`config.mk`:
```
export PLATFORM = sky130hd
export DESIGN_NAME = cr16_alu_flat
export DESIGN_NICKNAME = d
export VERILOG_FILES = /design/src/rtl/cr16_alu_if.sv /design/src/rtl/cr16_alu.sv /design/src/flat_wrapper.sv
export SDC_FILE = /design/constraint.sdc
export NUM_CORES = 1
export LEC_CHECK = 0
export CORE_AREA = 2 2 95 115
export CTS_BUF_LIST = sky130_fd_sc_hd__clkbuf_16
export CTS_CLUSTER_DIAMETER = 100
export DETAILED_ROUTE_END_ITERATION = 10
export DIE_AREA = 0 0 97 117
export PLACE_DENSITY = 0.71
export RECOVER_POWER = 100
export SLEW_MARGIN = 20
export SYNTH_ARGS = -nofsm -noshare
export SYNTH_HDL_FRONTEND = slang
export SYNTH_SLANG_ARGS = --single-unit
export TNS_END_PERCENT = 10
```
`constraint.sdc`:
```
create_clock -name I_CLK -period 0.8 [get_ports I_CLK]
set_clock_uncertainty 0.2 [all_clocks]
set_input_delay 0.16 -clock I_CLK [delete_from_list [all_inputs] [get_ports I_CLK]]
set_output_delay 0.16 -clock I_CLK [all_outputs]
set_load 0.02 [all_outputs]
```
`src/rtl/cr16_alu_if.sv`:
```
// cr16_alu_if: operation request / registered result bundle for cr16_alu.
//   I_OPCODE  [3:0]  operation select          (master -> slave)
//   I_A       [15:0] source operand / shift amt (master -> slave)
//   I_B       [15:0] destination / shift value  (master -> slave)
//   O_C       [15:0] registered result          (slave -> master)
//   O_STATUS  [4:0]  {neg, zero, flag, low, carry} (slave -> master)
interface cr16_alu_if;
  logic [3:0]  I_OPCODE;
  logic [15:0] I_A;
  logic [15:0] I_B;
  logic [15:0] O_C;
  logic [4:0]  O_STATUS;

  modport master (output I_OPCODE, I_A, I_B, input  O_C, O_STATUS);
  modport slave  (input  I_OPCODE, I_A, I_B, output O_C, O_STATUS);
endinterface

```
`src/rtl/cr16_alu.sv`:
```
// cr16_alu: CompactRISC16 16-bit ALU with registered result and status.
//   I_CLK     rising-edge clock
//   I_NRESET  async active-low reset, clears O_C / O_STATUS
//   bus       cr16_alu_if.slave: I_OPCODE, I_A, I_B in; O_C, O_STATUS out
// Status layout: [0] carry, [1] low, [2] flag (signed ovf), [3] zero, [4] neg.
// Build option: define CR16_ALU_MUL_EN to implement MUL (opcode 2); otherwise
// opcode 2 is treated as an unused opcode (result 0, status 0).
module cr16_alu (
  input  logic       I_CLK,
  input  logic       I_NRESET,
  cr16_alu_if.slave  bus
);
  localparam logic [3:0] OP_ADD  = 4'd0,  OP_ADDC = 4'd1,  OP_MUL = 4'd2,
                         OP_SUB  = 4'd3,  OP_NOT  = 4'd4,  OP_AND = 4'd5,
                         OP_OR   = 4'd6,  OP_XOR  = 4'd7,  OP_LSH = 4'd8,
                         OP_RSH  = 4'd9,  OP_ALSH = 4'd10, OP_ARSH = 4'd11;

  logic [15:0] a, b, c_d, c_q;
  logic [4:0]  status_d, status_q;
  logic [16:0] sum;
  logic [15:0] diff;
  logic [3:0]  shamt;
  logic        carry, low, flag, neg, op_ok;

  assign a     = bus.I_A;
  assign b     = bus.I_B;
  assign shamt = a[3:0];

  // Single adder serves ADD and ADDC; ADDC's carry-in is fixed at 1.
  assign sum  = {1'b0, a} + {1'b0, b} + {16'd0, bus.I_OPCODE == OP_ADDC};
  assign diff = b - a;

  always_comb begin
    c_d   = '0;
    carry = 1'b0;
    low   = 1'b0;
    flag  = 1'b0;
    neg   = 1'b0;
    op_ok = 1'b1;
    unique case (bus.I_OPCODE)
      OP_ADD, OP_ADDC: begin
        c_d   = sum[15:0];
        carry = sum[16];
        flag  = (a[15] == b[15]) && (sum[15] != a[15]);
        // Sign of the untruncated 17-bit signed sum.
        neg   = ((a[15] ^ b[15]) & sum[15]) | (a[15] & b[15]);
      end
      OP_SUB: begin
        c_d  = diff;
        flag = (a[15] != b[15]) && (diff[15] != b[15]);
        neg  = $signed(b) > $signed(a);
        low  = b > a;
      end
`ifdef CR16_ALU_MUL_EN
      // Low half of a product is the same for signed and unsigned operands.
      OP_MUL:  c_d = a * b;
`endif
      OP_NOT:  c_d = ~a;
      OP_AND:  c_d = a & b;
      OP_OR:   c_d = a | b;
      OP_XOR:  c_d = a ^ b;
      OP_LSH, OP_ALSH: c_d = b << shamt;
      OP_RSH:  c_d = b >> shamt;
      OP_ARSH: c_d = 16'($signed(b) >>> shamt);
      default: op_ok = 1'b0;
    endcase
    // Unused opcodes report an all-zero status, including zero.
    status_d = {neg, op_ok & (c_d == 16'd0), flag, low, carry};
  end

  always_ff @(posedge I_CLK or negedge I_NRESET) begin
    if (!I_NRESET) begin
      c_q      <= '0;
      status_q <= '0;
    end else begin
      c_q      <= c_d;
      status_q <= status_d;
    end
  end

  assign bus.O_C      = c_q;
  assign bus.O_STATUS = status_q;
endmodule

```
`src/flat_wrapper.sv`:
```
// flat-port wrapper written by rule: the top's interface ports become plain ports
module cr16_alu_flat 
  (I_CLK, I_NRESET, bus_I_OPCODE, bus_I_A, bus_I_B, bus_O_C, bus_O_STATUS);
  cr16_alu_if bus_i ();
  input  logic I_CLK;
  input  logic I_NRESET;
  input wire logic [$bits(bus_i.I_OPCODE)-1:0] bus_I_OPCODE;
  input wire logic [$bits(bus_i.I_A)-1:0] bus_I_A;
  input wire logic [$bits(bus_i.I_B)-1:0] bus_I_B;
  output wire logic [$bits(bus_i.O_C)-1:0] bus_O_C;
  output wire logic [$bits(bus_i.O_STATUS)-1:0] bus_O_STATUS;
  assign bus_i.I_OPCODE = bus_I_OPCODE;
  assign bus_i.I_A = bus_I_A;
  assign bus_i.I_B = bus_I_B;
  assign bus_O_C = bus_i.O_C;
  assign bus_O_STATUS = bus_i.O_STATUS;
  cr16_alu u_core (.I_CLK(I_CLK), .I_NRESET(I_NRESET), .bus(bus_i));
endmodule
```
==> metrics.csv <==
metric;value;unit
outcome;finished, violations left;
failing checks;setup timing;
post-synth top area share;13.9;%
Starting Density;48.7;%
RSZ-0062 raised after global routing;yes;
WL final;24900;microns
CTS Buf Count;3;
Pwr Density;985;nW/um^2
top_reg_cell synth;dfrtp_1;
Max Cap Viol;0;
Hold WC Path Type;primary input to asynchronous set/reset pin;
Final Setup Violations;42;
initial DRC count;700;
EDFF count, synth;0;
Critical Path RT;760;ps
# rows;41;
Tcrit/Tclk final;477;%
clock sink total;21;
Final nets;1020;
Max clock buf depth;2;
CTS Hold Bufs;0;
fill cell count;675;
WL per Instance;23.5;microns
Hold WS;78.3;ps
Post-Syn Nets;736;
Syn Inst Count;645;
FFs w/ async S/R, synth;100;%
post-route cell area;8240;sq um
largest net degree at the start of global routing;36;
first-pass GRT wire length;37100;microns
post-synth cell types;70;
CTS tree;done;
die area;11300;sq um
die height;117;microns
I/O Pins;59;
Max Slew Vio Count;0;
register area share after synthesis;10.5;%
largest cells by area after synthesis;mux4_2 14%, ha_1 12%, dfrtp_1 10%;
DRC;0;
Layout Cells excl Fill;1057;
Worst-path clk slew;60;ps
Post-DP Area;7460;sq um
mean area per synthesized cell;7.78;sq um
antenna viol nets, final;0;
setup ws final;-3020;ps
max frequency;262;MHz
antenna violations before repair;0;
GPL Wtd Cong;1.03;
Tot GR Track Use;41.8;%
htree depth;1;
Crit. End Element;flop;
Chip Width;97;microns
Peak supply drop;0.000973;V
Final HPWL DP;18300;microns
GR Overflow Total;0;
Yosys top cell by area;mux4_2;
drt pass-1 iters;5;
via density per instance;6.53;
Period minus WS final;3820;ps
Tightest Pin Transition;521;ps
vias in the first global route;6857;
ant diodes;0;
placed cells;1030;
final core occ;79.9;%
critical path fanouts, max;2;
synthesized flop and latch total;21;
synthesized area;5020;sq um
CTS Root Buffer Type;clkbuf_16;
CP Launch Type;primary input;
Area Overhead vs Synth;64.1;%
leakage power;0.00375;uW
Final Hold Viols;0;
Max transition margin;65.0;%
setup tns final;-45520;ps
PortBufs;58;
YS warnings;0;
CORE AREA;10300;sq um
CP Class;primary input to flop;
fraction of layout cells with a size suffix above 1;49.9;%
CP Data Arrival Time;3780;ps
via count;6901;
per-stage QoR:
step	total power, uW	setup slack (ps)
2_1_floorplan	3690	-3090
3_3_place_gp	6130	-3560
3_5_place_dp	6240	-3660
4_1_cts	7670	-3040
5_1_grt	8460	-3170
6_report	8110	-3020
power by group:
group	internal, uW	switching, uW
Clock	670	367
Sequential	1200	47.4
Combinational	2790	3040
Total	4660	3450
state kept, by name (all words and copies together) (netlist names):
signal and count:
u_core.bus.O_STATUS 5, u_core.bus.O_C 16
critical path, cell delays in order:
cell and delay [ps]:
buf_6 100, nor3_4 240, nand2_4 80, fa_2 390, inv_2 90, fa_2 430
nor2b_1 140, a31oi_1 140, nor3_1 70, a221oi_2 200, o211ai_1 160, or4b_1 500
or4_4 440, or4_4 490, nor4_2 140
layer usage:
metal  part of all wire, %  vias up  track usage, %
met1                    35     3294            48.8
met2                    48      470            73.3
met4                   8.9        0            28.5
li1                      -     2992               -
met3                   8.2      145            4.28
met5                     0        -               0
cells by family after synthesis:
group | count (synthesis) | synth area share, %
simple gates | 205 | 20.6
compound gates | 204 | 27.7
buf+inv | 109 | 9.17
fa+ha+maj | 53 | 13.8
mux | 49 | 17.6
flops | 21 | 10.5
xor+xnor | 4 | 0.698
worst paths after layout:
| check | start | end | slack, ps | depth (start not counted) |
|---|---|---|---|---|
| max | bus_I_OPCODE[3] | u_core.bus.O_STATUS[3] | -3020 | 15 |
| min | I_NRESET | u_core.bus.O_C[10] | 80 | 2 |
| min in group I_CLK | bus_I_OPCODE[3] | u_core.bus.O_STATUS[4] | 360 | 4 |
| max in group asynchronous | I_NRESET | u_core.bus.O_STATUS[0] | 90 | 2 |
repair_timing:
item | CTS | global route
endpoints found under the setup margin | 42 | 42
hold endpoints to repair | 0 | 0
pin swaps | 43 | 20
cloned | 0 | 0
buffers inserted | 21 | 2
gates resized for setup | 267 | 54
placed cells by master (no fill, tap or decap), drive strengths merged, types with 4 or more instances in the layout:
master         instances
o22ai                  9
or4                    4
mux4                  31
nor2b                  9
o2111ai                6
clkdlybuf4s50          4
nor4                   6
dlygate4sd2           19
nor2                  52
inv                   57
and2                   4
nand2                 52
buf                  299
mux2i                 15
a31oi                 10
nand2b                 9
nor3                  17
o211ai                18
a221oi                 9
o21ai                 32
or3                   10
a211oi                11
o31ai                  9
dfrtp                 21
a21oi                 48
ha                    49
a21o                   5
clkbuf                 8
o2bb2ai                4
fa                     4
nand3                 16
a211o                  6
and3                   4
cell usage after synthesis, types with 4 or more instances:
master      n
a221oi_1    9
a211oi_1   11
dfrtp_1    21
buf_2      14
o22ai_1     9
nor3_1     17
nand2_1    52
and2_1      4
o2bb2ai_1   4
or4_1       4
nor4_1      5
a21oi_1    48
nand3_1    16
a211o_1     6
o211ai_1   18
clkbuf_1   27
o31ai_1     9
inv_1      57
o21ai_0    31
nand2b_1    9
a21o_1      5
nor2_1     52
and3_1      4
or3_1      10
o2111ai_1   6
a31oi_1    10
fa_1        4
mux4_2     31
ha_1       49
mux2i_1    15
nor2b_1     9
cell type report:
| cell class | instances | area, sq um | area share [%] |
|---|---|---|---|
| multi-input cells | 515 | 4640 | 56.3 |
| well taps | 129 | 161 | 1.96 |
| clock buffers | 3 | 75.1 | 0.911 |
| inverters | 59 | 229 | 2.78 |
| flip-flops and latches | 21 | 526 | 6.38 |
| clock inverters | 1 | 5.00 | 0.0607 |
| repair buffers | 329 | 2600 | 31.6 |
Power figures use the tool's default switching activity.
